## src/rtl/psum_drain.sv

```systemverilog
// psum_drain: pops finished partial-sum rows from the output FIFO
// and writes or accumulates them into the psum SRAM, with optional ReLU.
module psum_drain #(
  parameter int col     = 8,
  parameter int psum_bw = 16,
  parameter int addr_bw = 11
) (
  input  logic                   clk,
  input  logic                   reset,
  input  logic                   start,
  input  logic [addr_bw:0]       num_rows,
  input  logic [addr_bw-1:0]     base_addr,
  input  logic                   acc_mode,
  input  logic                   relu_en,
  input  logic                   ofifo_valid,
  output logic                   ofifo_rd,
  input  logic [psum_bw*col-1:0] ofifo_out,
  output logic                   sram_cen,
  output logic                   sram_wen,
  output logic [addr_bw-1:0]     sram_addr,
  output logic [psum_bw*col-1:0] sram_d,
  input  logic [psum_bw*col-1:0] sram_q,
  output logic                   busy,
  output logic                   done
);

  localparam int W = psum_bw * col;

  typedef enum logic [2:0] {
    IDLE,
    REQ,
    WAIT,
    WR,
    DONE
  } state_t;

  state_t               state;
  state_t               state_nx;
  logic [addr_bw:0]     r;
  logic [addr_bw:0]     n_q;
  logic [addr_bw-1:0]   base_q;
  logic                 acc_q;
  logic                 relu_q;
  logic [W-1:0]         q_reg;
  logic [addr_bw-1:0]   row_addr;
  logic [W-1:0]         result;
  logic                 last_row;

  assign row_addr = base_q + r[addr_bw-1:0];
  assign last_row = (r + 1'b1) == n_q;

  // per-lane saturating add and ReLU clamp; lanes never interact
  for (genvar i = 0; i < col; i++) begin : g_lane
    logic signed [psum_bw-1:0] qa;
    logic signed [psum_bw-1:0] fa;
    logic signed [psum_bw:0]   sum;
    logic signed [psum_bw-1:0] sat;
    logic signed [psum_bw-1:0] s;

    assign qa  = q_reg[i*psum_bw +: psum_bw];
    assign fa  = ofifo_out[i*psum_bw +: psum_bw];
    assign sum = {qa[psum_bw-1], qa} + {fa[psum_bw-1], fa};
    assign sat = (sum[psum_bw] != sum[psum_bw-1])
               ? {sum[psum_bw], {(psum_bw-1){~sum[psum_bw]}}}
               : sum[psum_bw-1:0];
    assign s   = acc_q ? sat : fa;
    assign result[i*psum_bw +: psum_bw] =
      (relu_q && s[psum_bw-1]) ? '0 : s;
  end

  // state register, tile parameters, row counter and read capture
  always_ff @(posedge clk) begin
    if (reset) begin
      state  <= IDLE;
      r      <= '0;
      n_q    <= '0;
      base_q <= '0;
      acc_q  <= 1'b0;
      relu_q <= 1'b0;
      q_reg  <= '0;
    end else begin
      state <= state_nx;
      unique case (state)
        IDLE: begin
          if (start) begin
            n_q    <= num_rows;
            base_q <= base_addr;
            acc_q  <= acc_mode;
            relu_q <= relu_en;
            r      <= '0;
          end
        end
        WAIT:    q_reg <= sram_q;
        WR:      r <= r + 1'b1;
        default: ;
      endcase
    end
  end

  // next state and outputs; everything idles while reset is high
  always_comb begin
    state_nx  = state;
    ofifo_rd  = 1'b0;
    sram_cen  = 1'b1;
    sram_wen  = 1'b1;
    sram_addr = '0;
    sram_d    = '0;
    busy      = 1'b0;
    done      = 1'b0;
    if (!reset) begin
      busy = (state != IDLE);
      unique case (state)
        IDLE: begin
          if (start) begin
            state_nx = (num_rows == '0) ? DONE : REQ;
          end
        end
        REQ: begin
          if (ofifo_valid) begin
            ofifo_rd = 1'b1;
            state_nx = WAIT;
            if (acc_q) begin
              sram_cen  = 1'b0;
              sram_addr = row_addr;
            end
          end
        end
        WAIT: state_nx = WR;
        WR: begin
          sram_cen  = 1'b0;
          sram_wen  = 1'b0;
          sram_addr = row_addr;
          sram_d    = result;
          state_nx  = last_row ? DONE : REQ;
        end
        DONE: begin
          done     = 1'b1;
          state_nx = IDLE;
        end
        default: state_nx = IDLE;
      endcase
    end
  end

endmodule

```

## config.mk

```make
export PLATFORM = sky130hd
export DESIGN_NAME = psum_drain
export DESIGN_NICKNAME = d
export VERILOG_FILES = /design/src/rtl/psum_drain.sv
export SDC_FILE = /design/constraint.sdc
export NUM_CORES = 1
export LEC_CHECK = 0
export CAP_MARGIN = 0
export CORE_UTILIZATION = 49
export CTS_CLUSTER_DIAMETER = 120
export CTS_CLUSTER_SIZE = 20
export DETAILED_ROUTE_END_ITERATION = 12
export PLACE_DENSITY = 0.82
export RECOVER_POWER = 100
export SETUP_SLACK_MARGIN = 0.3
export SYNTH_ARGS = -nofsm -noshare
export SYNTH_HDL_FRONTEND = slang
export SYNTH_SLANG_ARGS = --single-unit
export TNS_END_PERCENT = 30
```

## constraint.sdc

```tcl
create_clock -name clk -period 6.3 [get_ports clk]
set_input_delay 1.26 -clock clk [delete_from_list [all_inputs] [get_ports clk]]
set_output_delay 1.26 -clock clk [all_outputs]
set_load 0.005 [all_outputs]
```

==> Word-level counts from Yosys, hierarchy flattened <==
Index checks and enable logic that the tools add are counted.
{ "word_totals": {"register_bits": 168, "in_bits": 285, "output_inout_bits": 144, "wordCells": 104} }
{ "classes": {"n_addsub": 10, "n_eq_ne": 15, "muxes": 49, "n_bitwise": 8, "n_reduce_logical": 15} }
{ "op_table": {"columns": ["op", "n"], "rows": [
  ["$mux 16", 24],
  ["$mux 128", 2],
  ["$add 16x16->17", 8],
  ["$mux 11", 3],
  ["$pmux 12 s2", 1],
  ["$pmux 11 s2", 1],
  ["$add 12x1->12 const B", 1],
  ["$eq 12x12->1", 1],
  ["$logic_not 12->1", 1],
  ["$mux 12", 1],
  ["$mux 3", 4],
  ["$pmux 3 s4", 1],
  ["$add 11x11->11", 1],
  ["$mux 1", 11],
  ["$logic_and 1x1->1", 8],
  ["$ne 1x1->1", 8],
  ["$not 1->1", 8],
  ["$eq 3x2->1 const B", 2],
  ["$reduce_and 2->1", 3],
  ["$ne 2x2->1 const B", 2],
  ["$eq 3x1->1 const B", 1],
  ["$eq 3x3->1 const B", 1],
  ["$logic_not 3->1", 1],
  ["$reduce_bool 3->1", 1],
  ["other kinds (2)", 2]
]} }

==> Logic depth before layout (Yosys ltp) <==
Gate-level depths: netlist of run 1.
{ "logic_depth": {"word_depth": 8, "ltp_mapped": 17, "ltp_nobuf": 16} }

==> Worst setup path after synthesis of run 1 <==
Ideal clock, no wire load.
{ "synth_path": {"path_type": "input -> output", "from": "input port ofifo_out[96]", "to": "output port sram_d[100]", "t_arrival_ps": 4481, "t_required_ps": 5040, "path_slack_ps": 559, "path_stages": 15, "path_buffers": 2, "cell_sequence": "ha_1 > fa_1 > a211oi_1 > o21ai_1 > a2111oi_2 > o31ai_1 > a211oi_1 > nand2b_1 > ha_1 > clkbuf_1 > nand2_1 > a2111o_1 > nand2_1 > buf_2 > o21ai_0"} }
{ "synth_between": {"elab_chain_len": 8, "word_cells_on_any_way": 9, "classes_between": "add/sub (1); eq/ne (1); mux (5); bitwise (1); reduce/logical (1)"} }
{ "synth_rtl": {"columns": ["element", "line", "text"], "rows": [
  ["start: declaration", "17", "input logic [psum_bw*col-1:0] ofifo_out,"],
  ["$add 16x16->17 (*)", "62", "assign sum = {qa[psum_bw-1], qa} + {fa[psum_bw-1], fa};"],
  ["$ne 1x1->1", "63", "assign sat = (sum[psum_bw] != sum[psum_bw-1])"],
  ["$mux 16 (*)", "64", "? {sum[psum_bw], {(psum_bw-1){~sum[psum_bw]}}}"],
  ["$mux 16 (*)", "66", "assign s = acc_q ? sat : fa;"],
  ["$logic_and 1x1->1", "68", "(relu_q && s[psum_bw-1]) ? '0 : s;"],
  ["$mux 16 (*)", "68", null],
  ["$mux 128 (*)", "112", "unique case (state)"],
  ["$mux 128 (*)", "110", "if (!reset) begin"],
  ["end: declaration", "21", "output logic [psum_bw*col-1:0] sram_d,"]
]} }
Mark *: on every way between the ends. The rest lies on a longest branch, timed or not.

==> Worst setup path after layout of run 1 <==
{ "layout_path": {"from": "input port ofifo_out[39]", "to": "output port sram_d[46]"} }
Same word-level chain as after synthesis.

==> flow_metrics.tcl, run 1 <==
set metrics [dict create \
    path_depth 16 \
    ys_types 81 \
    cts_tree "yes" \
    critPathKind "in -> out" \
    clkLatencyLatePin_ns 0.44 \
    synth_async_sr_flop_share_pct 0 \
    cp.required_ns 5.04 \
    fin_crit_sh_pct 98.3 \
    violations "max-capacitance violations, max-slew violations" \
    num_rows 63 \
    die_h_um 175 \
    cpPeakStageDelay_ns 0.46 \
    fin_crit_ns 6.19 \
    grt_start_max_net_pins 88 \
    routedWlPerCell_um 19.2 \
    drtIter0Drc 1411 \
    largest_reg_flops 128 \
    ys_warn_count 0 \
    synth_edf_count 0 \
    cts_root_buf "clkbuf_16" \
    die_w_um 175 \
    cpMostUsedCell "a21o_1" \
    clockBufferDepth 2 \
    critical_path.max_fanout 4 \
    crit_buf_inv 3 \
    crit_chain "clkdlybuf4s50_1 > ha_2 > a21o_1 > a21o_1 > a21oi_2 > a31oi_4 > o31ai_4 > mux2_4 > or2_2 > ha_4 > o21ai_4 > nand2_1 > or3_4 > buf_4 > o211ai_1 > buf_2" \
    hold_viol_final 0 \
    core_area_um2 29600 \
    clkTransAtPathRegs_ns 0.07 \
    grt_first_pass_wirelength_mm 88.0 \
    rrSetupSlack_ns 1.01 \
    fin_cells 3088 \
    final_common_cell "nand2_1" \
    ant_nets 0 \
    drive_gt1_share_pct 18.8 \
    dp_hpwl_mm 41.4 \
    fin_ws_ns 0.107 \
    overflow 0 \
    grt_usage_pct 35.7 \
    first_global_vias 17153 \
    cts_buffers 17 \
    utilization_pct 76.2 \
    fin_total_pwr_mw 3.47 \
    synth.avg_cell_area_um2 7.02 \
    place.port_buffers 428 \
    areaGrowthSynthToFinish_pct 53.3 \
    final_nets 3116 \
    cp.arrival_ns 4.93 \
    ys_seq_area_share_pct 22.9 \
    slowest_stage "clkdlybuf4s50_1" \
    wirelength_mm 59.2 \
    drv_slew 216 \
    layout_common_cells "nand2_1 (464), clkdlybuf4s50_1 (259), a21oi_1 (257)" \
    p_leak_nw 10.2 \
    start_kind "primary input" \
    endpoint_kind "output pin" \
    die-area_um2 30700 \
    fmax_mhz 161 \
    rsz0062_at_grt "true" \
    start_util_pct 49.7 \
    synth_seq_cells 168 \
    htree_levels 4 \
    hold_depth 2 \
    drc 0 \
    syn_inst 2092 \
    dr_total_vias 18243 \
    fillerInstances 2204 \
    path_delay_family "compound AO/OA/AOI/OAI gates" \
    synth_flop_cell "dfxtp_1" \
    cap_violations 3 \
    antenna_found_initial 15 \
    ioPinCount 429 \
    ir_drop_mv 0.177 \
    status "finished, violations left" \
    synth_fp_nets 2539 \
    dp_slack_ns -0.501 \
    multiInputGateArea_um2 12000 \
    area.sequential_um2 3360 \
    clock-sinks 168 \
    dp_cells 2974 \
    firstDrtPassIters 6 \
    slew_headroom_pct -108 \
    finClkSkew_ns 0.0149 \
    reg2reg_depth 5 \
    vias_per_cell 5.91 \
    powerDensity_nw_per_um2 154 \
    syn_area_um2 14700 \
    setup_viol_count_final 0 \
    worst-slew-pin-transition_ns 3.12 \
    place.gp.congestion 0.991 \
    min_path_type "reg -> reg" \
]
## through the flow
step / area, um2 / setup TNS, ns / hold WS [ns]
after floorplan: 14700 / 0 / 0.440
after global placement: 20300 / -18.38 / 0.447
after detailed placement: 20300 / -25.94 / 0.451
after CTS: 21700 / 0 / 0.461
after global routing: 22500 / -0.0242 / 0.476
final: 22500 / 0 / 0.461
## per-layer routing
layer | global-route usage (%) | wire, um
met4 | 17.9 | 3050
met1 | 42.2 | 23100
met3 | 6.31 | 4410
met5 | 0 | 0
met2 | 61.7 | 28700
## layout make-up
class / instances / area share [%]
inverters: 44 / 0.733
clock buffers: 18 / 1.91
multi-input cells: 1784 / 53.2
diodes: 16 / 0.178
flip-flops and latches: 168 / 14.9
clock inverters: 14 / 0.617
well taps: 390 / 2.17
repair buffers: 654 / 26.2
## power by group
part	switching, mW	internal, mW
Combinational	0.642	0.620
Sequential	0.0390	1.11
Clock	0.509	0.557
## worst register-to-register path: cells and delay by family (launching register included)
kind	cells	cell delay, ns
flops	1	0.48
buf+inv	1	2.34
compound gates	1	0.29
simple gates	3	2.11
## what timing repair did
action,in CTS,in global routing
resized for setup,271,294
gates cloned,2,2
buffers inserted,45,17
endpoints found under the setup margin,112,123
pin swaps,69,95
hold buffers,0,0
endpoints found under the hold margin,0,0
## cells by family after synthesis
| group | synth area share (%) |
|---|---|
| muxes | 0.656 |
| DFF | 22.9 |
| buffers and inverters | 3.71 |
| adders and majority gates | 14.3 |
| xor gates and xnor gates | 6.50 |
| and+or+nand+nor | 23.9 |
| AOI/OAI and AO/OA | 28.1 |
## cells in the mapped netlist (4+ instances only)
library cell	n	area share [%]
nand2_1	467	12
a21oi_1	267	9.1
nor2_1	194	5.0
dfxtp_1	168	23
o21ai_0	155	5.3
ha_1	153	13
clkbuf_1	84	2.1
xnor2_1	65	3.9
a21o_1	48	2.5
nor3_1	45	1.5
inv_1	44	1.1
xor2_1	44	2.6
a211oi_1	41	2.1
nand3_1	23	0.78
o21a_1	18	0.92
or3_1	18	0.77
a31oi_1	17	0.72
nor2b_1	14	0.60
nand2b_1	13	0.55
o21bai_1	12	0.61
and3_1	11	0.47
o31ai_1	10	0.51
and2_1	9	0.38
fa_1	9	1.2
o211ai_1	9	0.46
or2_2	9	0.38
nor4_1	8	0.34
a22o_1	7	0.42
a31o_2	7	0.42
o21ai_1	7	0.24
a221o_1	6	0.41
buf_2	6	0.20
a22oi_1	5	0.26
a32o_1	5	0.34
mux2_2	5	0.38
o211a_1	5	0.34
o221ai_1	5	0.30
a2111o_1	4	0.31
buf_1	4	0.10
mux2i_1	4	0.27
o41ai_1	4	0.24
## final timing paths
kind,from,endpoint
hold / removal,q_reg[51]$_SDFFE_PP0N_,q_reg[51]$_SDFFE_PP0N_
setup / recovery,ofifo_out[39],sram_d[46]
setup reg to reg,state[0]$_SDFFE_PP0P_,q_reg[85]$_SDFFE_PP0N_
hold reg to reg,q_reg[51]$_SDFFE_PP0N_,q_reg[51]$_SDFFE_PP0N_
Power figures use the tool's default switching activity.
==> run 2: changes to the inputs <==
CORE_AREA = 2 2 165 167   (was default)
CORE_UTILIZATION = default   (was 49)
DIE_AREA = 0 0 167 169   (was default)
DONT_BUFFER_PORTS = 1   (was default)
MAX_ROUTING_LAYER = met4   (was default)
PLACE_DENSITY = 0.71   (was 0.82)
==> flow_metrics.tcl, run 2 (synthesis results as in run 1) <==
set metrics [dict create \
    clock-sinks 168 \
    clkTransAtPathRegs_ns 0.06 \
    place.port_buffers 0 \
    clkLatencyLatePin_ns 0.43 \
    grt_first_pass_wirelength_mm 70.4 \
    cpPeakStageDelay_ns 0.41 \
    tns_ns 0 \
    critical_path.max_fanout 13 \
    crit_chain "ha_1 > a211oi_1 > nor2_1 > o2111a_1 > or3_1 > a41o_1 > and2_0 > o311a_1 > ha_1 > nor2_1 > a21oi_1 > a21oi_1 > inv_1 > a211o_4 > o21ai_0" \
    use_met2_pct 52.5 \
    firstDrtPassIters 5 \
    finClkSkew_ns 0.0129 \
    p_seq_share_pct 38.9 \
    powerDensity_nw_per_um2 189 \
    fin_total_pwr_mw 2.93 \
    areaGrowthSynthToFinish_pct 5.34 \
    start_util_pct 55.4 \
    grt_usage_pct 31.5 \
    rsz0062_at_grt "true" \
    num_rows 60 \
    place.gp.congestion 0.937 \
    critPathKind "in -> out" \
    wirelength_mm 45.7 \
    drtIter0Drc 924 \
    cts_hold_buffers 0 \
    cts_tree "yes" \
    switching_share_pct 33.3 \
    core_area_um2 26500 \
    routedWlPerCell_um 19.1 \
    cts_buffers 17 \
    dp_cells 2356 \
    ant_nets 0 \
    first_global_vias 13705 \
    p_clk_share_pct 36.2 \
    layout_common_cells "nand2_1 (464), a21oi_1 (267), nor2_1 (193)" \
    grt_start_max_net_pins 171 \
    die_w_um 167 \
    worst-slew-pin-transition_ns 3.75 \
    fin_crit_sh_pct 94.5 \
    drc 0 \
    dp_hpwl_mm 34.7 \
    cts_setup_buffers 0 \
    p_leak_nw 6.37 \
    net-switching-power_mw 0.974 \
    fin_cells 2390 \
    hold_viol_final 0 \
    final_nets 2481 \
    final_common_cell "nand2_1" \
    slowest_stage "or3_1" \
    cp.required_ns 5.04 \
    cts_root_buf "clkbuf_16" \
    multiInputGateArea_um2 10800 \
    status "finished, violations left" \
    hold_slack_ns 0.456 \
    vias_per_cell 6.17 \
    combPwrFrac_pct 25.0 \
    area.sequential_um2 3360 \
    clockBufferDepth 2 \
    die_h_um 169 \
    dr_total_vias 14745 \
    largest_reg_flops 128 \
    fillerInstances 2584 \
    overflow 0 \
    violations "max-capacitance violations, max-slew violations" \
    fmax_mhz 168 \
    cp.arrival_ns 4.69 \
    start_kind "primary input" \
    p_int_mw 1.95 \
    utilization_pct 58.4 \
    ir_drop_mv 0.193 \
    setup_viol_count_final 0 \
    ioPinCount 429 \
    drive_gt1_share_pct 4.30 \
    fin_crit_ns 5.95 \
    die-area_um2 28200 \
    drv_slew 67 \
    min_path_type "reg -> reg" \
    busiest_layer "met2" \
    antenna_found_initial 2 \
    htree_levels 4 \
    grt_util_met1_pct 38.0 \
    slew_headroom_pct -150 \
    endpoint_kind "output pin" \
    cap_violations 1 \
    grtUsageMet3_pct 6.34 \
]
[run 2: changes by cell type in the layout (fill, tap and decap cells not counted), sizes merged]
| cell | delta |
|---|---|
| clkdlybuf4s50 | -259 |
| buf | -228 |
| dlymetal6s2s | -55 |
| dlygate4sd2 | -39 |
| clkbuf | -27 |
| dlygate4sd3 | -18 |
| diode | -14 |
| clkdlybuf4s25 | -4 |
| inv | -4 |
| clkdlybuf4s15 | -2 |
| clkinv | +2 |
| a21o | -1 |
[run 2: per-layer routing]
metal	vias up	wire length, um
met5	-	0
met4	0	1460
met3	80	3440
met2	509	21600
met1	6866	19100
li1	7290	-
[run 2: layout make-up]
cell class | count | area share, %
well taps | 341 | 2.76
multi-input cells | 1783 | 69.9
inverters | 44 | 1.07
diodes | 2 | 0.0323
flip-flops and latches | 168 | 21.7
clock inverters | 12 | 0.768
repair buffers | 20 | 0.825
clock buffers | 20 | 2.89
[run 2: path summary, 6_finish.rpt]
kind                     startpoint                      end  slack, ns  depth (start not counted)
max                   ofifo_out[17]               sram_d[20]       0.35                         15
min reg2reg  q_reg[64]$_SDFFE_PP0N_   q_reg[64]$_SDFFE_PP0N_       0.46                          2
min          q_reg[64]$_SDFFE_PP0N_   q_reg[64]$_SDFFE_PP0N_       0.46                          2
max reg2reg   state[0]$_SDFFE_PP0P_  q_reg[124]$_SDFFE_PP0N_       1.09                          5
[run 2: critical path: cells and delay by family]
family	cells	cell delay, ns
AOI/OAI and AO/OA	8	2.07
adders and majority gates	2	0.46
buffers and inverters	1	0.10
and+or+nand+nor	4	0.81
[run 2: metrics by stage]
step | instance area (um2) | worst slack (ns)
after floorplan | 14700 | 0.559
after global placement | 14900 | 0.384
after detailed placement | 14900 | 0.240
after CTS | 15500 | 0.316
after global routing | 15500 | 0.135
final | 15500 | 0.347
[run 2: repair_timing]
item	in CTS	in global routing
gates resized for setup	1	23
cloned	0	0
setup endpoints to repair	1	68
pin swaps	0	0
[run 2: power groups by stage]
stage / logic [mW] / clock network (mW) / registers [mW]
after CTS: 0.723 / 1.07 / 1.14
final: 0.732 / 1.06 / 1.14
after detailed placement: 0.719 / 0 / 1.16
after floorplan: 0.590 / 0 / 1.15
after global routing: 0.824 / 1.11 / 1.14
after global placement: 0.704 / 0 / 1.16
==> run 3: changes to the inputs <==
CTS_BUF_LIST = sky130_fd_sc_hd__clkbuf_2 sky130_fd_sc_hd__clkbuf_4 sky130_fd_sc_hd__clkbuf_8   (was default)
==> flow_metrics.tcl, run 3 (synthesis results as in run 1) <==
set metrics [dict create \
    status "finished, violations left" \
    violations "max-capacitance violations, max-slew violations" \
    place.port_buffers 0 \
    htree_levels 4 \
    cts_buffers 17 \
    net-switching-power_mw 0.941 \
    timing.rr.start "state[0]$_SDFFE_PP0P_" \
    fillerInstances 2601 \
    clkTransAtPathRegs_ns 0.10 \
    start_util_pct 55.4 \
    holdPathEnd "base_q[0]$_SDFFE_PP0P_" \
    drtIter0Drc 946 \
    firstDrtPassIters 5 \
    slew_headroom_pct -150 \
    largest_reg_flops 128 \
    cts_root_buf "clkbuf_8" \
    worst-slew-pin-transition_ns 3.75 \
    hold_slack_ns 0.461 \
    layout_common_cells "nand2_1 (464), a21oi_1 (267), nor2_1 (193)" \
    vias_per_cell 6.18 \
    combPwrFrac_pct 27.3 \
    clockBufferDepth 2 \
    dp_hpwl_mm 34.7 \
    cts_setup_buffers 0 \
    min_path_type "reg -> reg" \
    fin_ws_ns 0.371 \
    grt_first_pass_wirelength_mm 70.1 \
    drive_gt1_share_pct 4.40 \
    hold_start "base_q[0]$_SDFFE_PP0P_" \
    setup_viol_count_final 0 \
    p_clk_share_pct 30.1 \
    overflow 0 \
    start_kind "primary input" \
    hold_viol_final 0 \
    fmax_mhz 169 \
    reg2reg_depth 5 \
    first_global_vias 13615 \
    fin_cells 2390 \
    dr_total_vias 14772 \
    p_int_mw 1.73 \
    num_rows 60 \
    powerDensity_nw_per_um2 175 \
    critical_path.max_fanout 13 \
    cts_hold_buffers 0 \
    core_area_um2 26500 \
    clkLatencyLatePin_ns 0.48 \
    areaGrowthSynthToFinish_pct 4.05 \
    fin_crit_ns 5.93 \
    switching_share_pct 35.2 \
    dp_slack_ns 0.240 \
    drv_slew 67 \
    cts_tree "yes" \
    tns_ns 0 \
    endpoint_kind "output pin" \
    p_seq_share_pct 42.6 \
    rsz0062_at_grt "true" \
    antenna_found_initial 2 \
    finClkSkew_ns 0.0176 \
    area.sequential_um2 3360 \
    fin_crit_sh_pct 94.1 \
    die_h_um 169 \
    place.gp.congestion 0.937 \
    die_w_um 167 \
    dp_cells 2356 \
    grt_start_max_net_pins 171 \
    critPathKind "in -> out" \
    drc 0 \
    clock-sinks 168 \
    hold_depth 2 \
    final_common_cell "nand2_1" \
    cap_violations 1 \
    cp.required_ns 5.04 \
    ir_drop_mv 0.172 \
    ant_nets 0 \
    reg2reg_to "q_reg[124]$_SDFFE_PP0N_" \
    ioPinCount 429 \
    final_nets 2481 \
    grt_usage_pct 31.4 \
    die-area_um2 28200 \
    multiInputGateArea_um2 10800 \
    wirelength_mm 45.5 \
    rrSetupSlack_ns 1.08 \
    p_leak_nw 6.29 \
    cp.arrival_ns 4.67 \
    routedWlPerCell_um 19.0 \
]
-- run 3: per-layer routing --
layer | share of wire, % | GRT usage (%) | wire, um | up-vias
met5 | 0 | - | 0 | -
met4 | 3.4 | 11.2 | 1540 | 0
met3 | 7.2 | 6.29 | 3270 | 84
met2 | 47 | 52.0 | 21500 | 525
met1 | 42 | 38.1 | 19100 | 6872
li1 | - | - | - | 7291
-- run 3: worst max-delay path: stages --
cell      delay [ns]
ha_1            0.29
a211oi_1        0.24
nor2_1          0.13
o2111a_1        0.27
or3_1           0.41
a41o_1          0.28
and2_0          0.18
o311a_1         0.34
ha_1            0.17
nor2_1          0.09
a21oi_1         0.08
a21oi_1         0.18
inv_1           0.09
a211o_4         0.39
o21ai_0         0.27
-- run 3: power groups by stage --
stage | Combinational, mW | Clock [mW] | Sequential (mW)
6_report | 0.730 | 0.804 | 1.14
3_5_place_dp | 0.719 | 0 | 1.16
2_1_floorplan | 0.590 | 0 | 1.15
5_1_grt | 0.823 | 0.857 | 1.14
4_1_cts | 0.723 | 0.813 | 1.14
3_3_place_gp | 0.704 | 0 | 1.16
-- run 3: stage by stage --
step                      util, %  cell area (um2)  power, mW
after floorplan                 -            14700       1.74
after global placement       56.2            14900       1.86
after CTS                    57.7            15300       2.67
after global routing         57.7            15300       2.82
after detailed placement     56.2            14900       1.88
final                        57.7            15300       2.67
-- run 3: repair_timing --
item                       in CTS  in global routing
resized for setup               1                 24
hold endpoints to repair        0                  0
pin swaps                       0                  0
setup endpoints to repair       1                 68
-- run 3: worst max path at each step --
| stage | from | endpoint | slack (ns) | depth (start not counted) |
|---|---|---|---|---|
| 2_1_floorplan | ofifo_out[96] | sram_d[100] | 0.56 | 15 |
| 3_3_place_gp | ofifo_out[80] | sram_d[85] | 0.38 | 12 |
| 3_5_place_dp | ofifo_out[80] | sram_d[85] | 0.24 | 12 |
| 4_1_cts | ofifo_out[80] | sram_d[85] | 0.33 | 12 |
| 5_1_grt | ofifo_out[0] | sram_d[8] | 0.13 | 10 |
| 6_report | ofifo_out[17] | sram_d[20] | 0.37 | 15 |
-- run 3: final cells by class --
| cell class | count | share of cell area (%) |
|---|---|---|
| Antenna cell | 2 | 0.0327 |
| Sequential cell | 168 | 22.0 |
| Timing Repair Buffer | 20 | 0.835 |
| Clock inverter | 12 | 0.778 |
| Tap cell | 341 | 2.79 |
| Inverter | 44 | 1.08 |
| Clock buffer | 20 | 1.72 |
| Multi-Input combinational cell | 1783 | 70.7 |
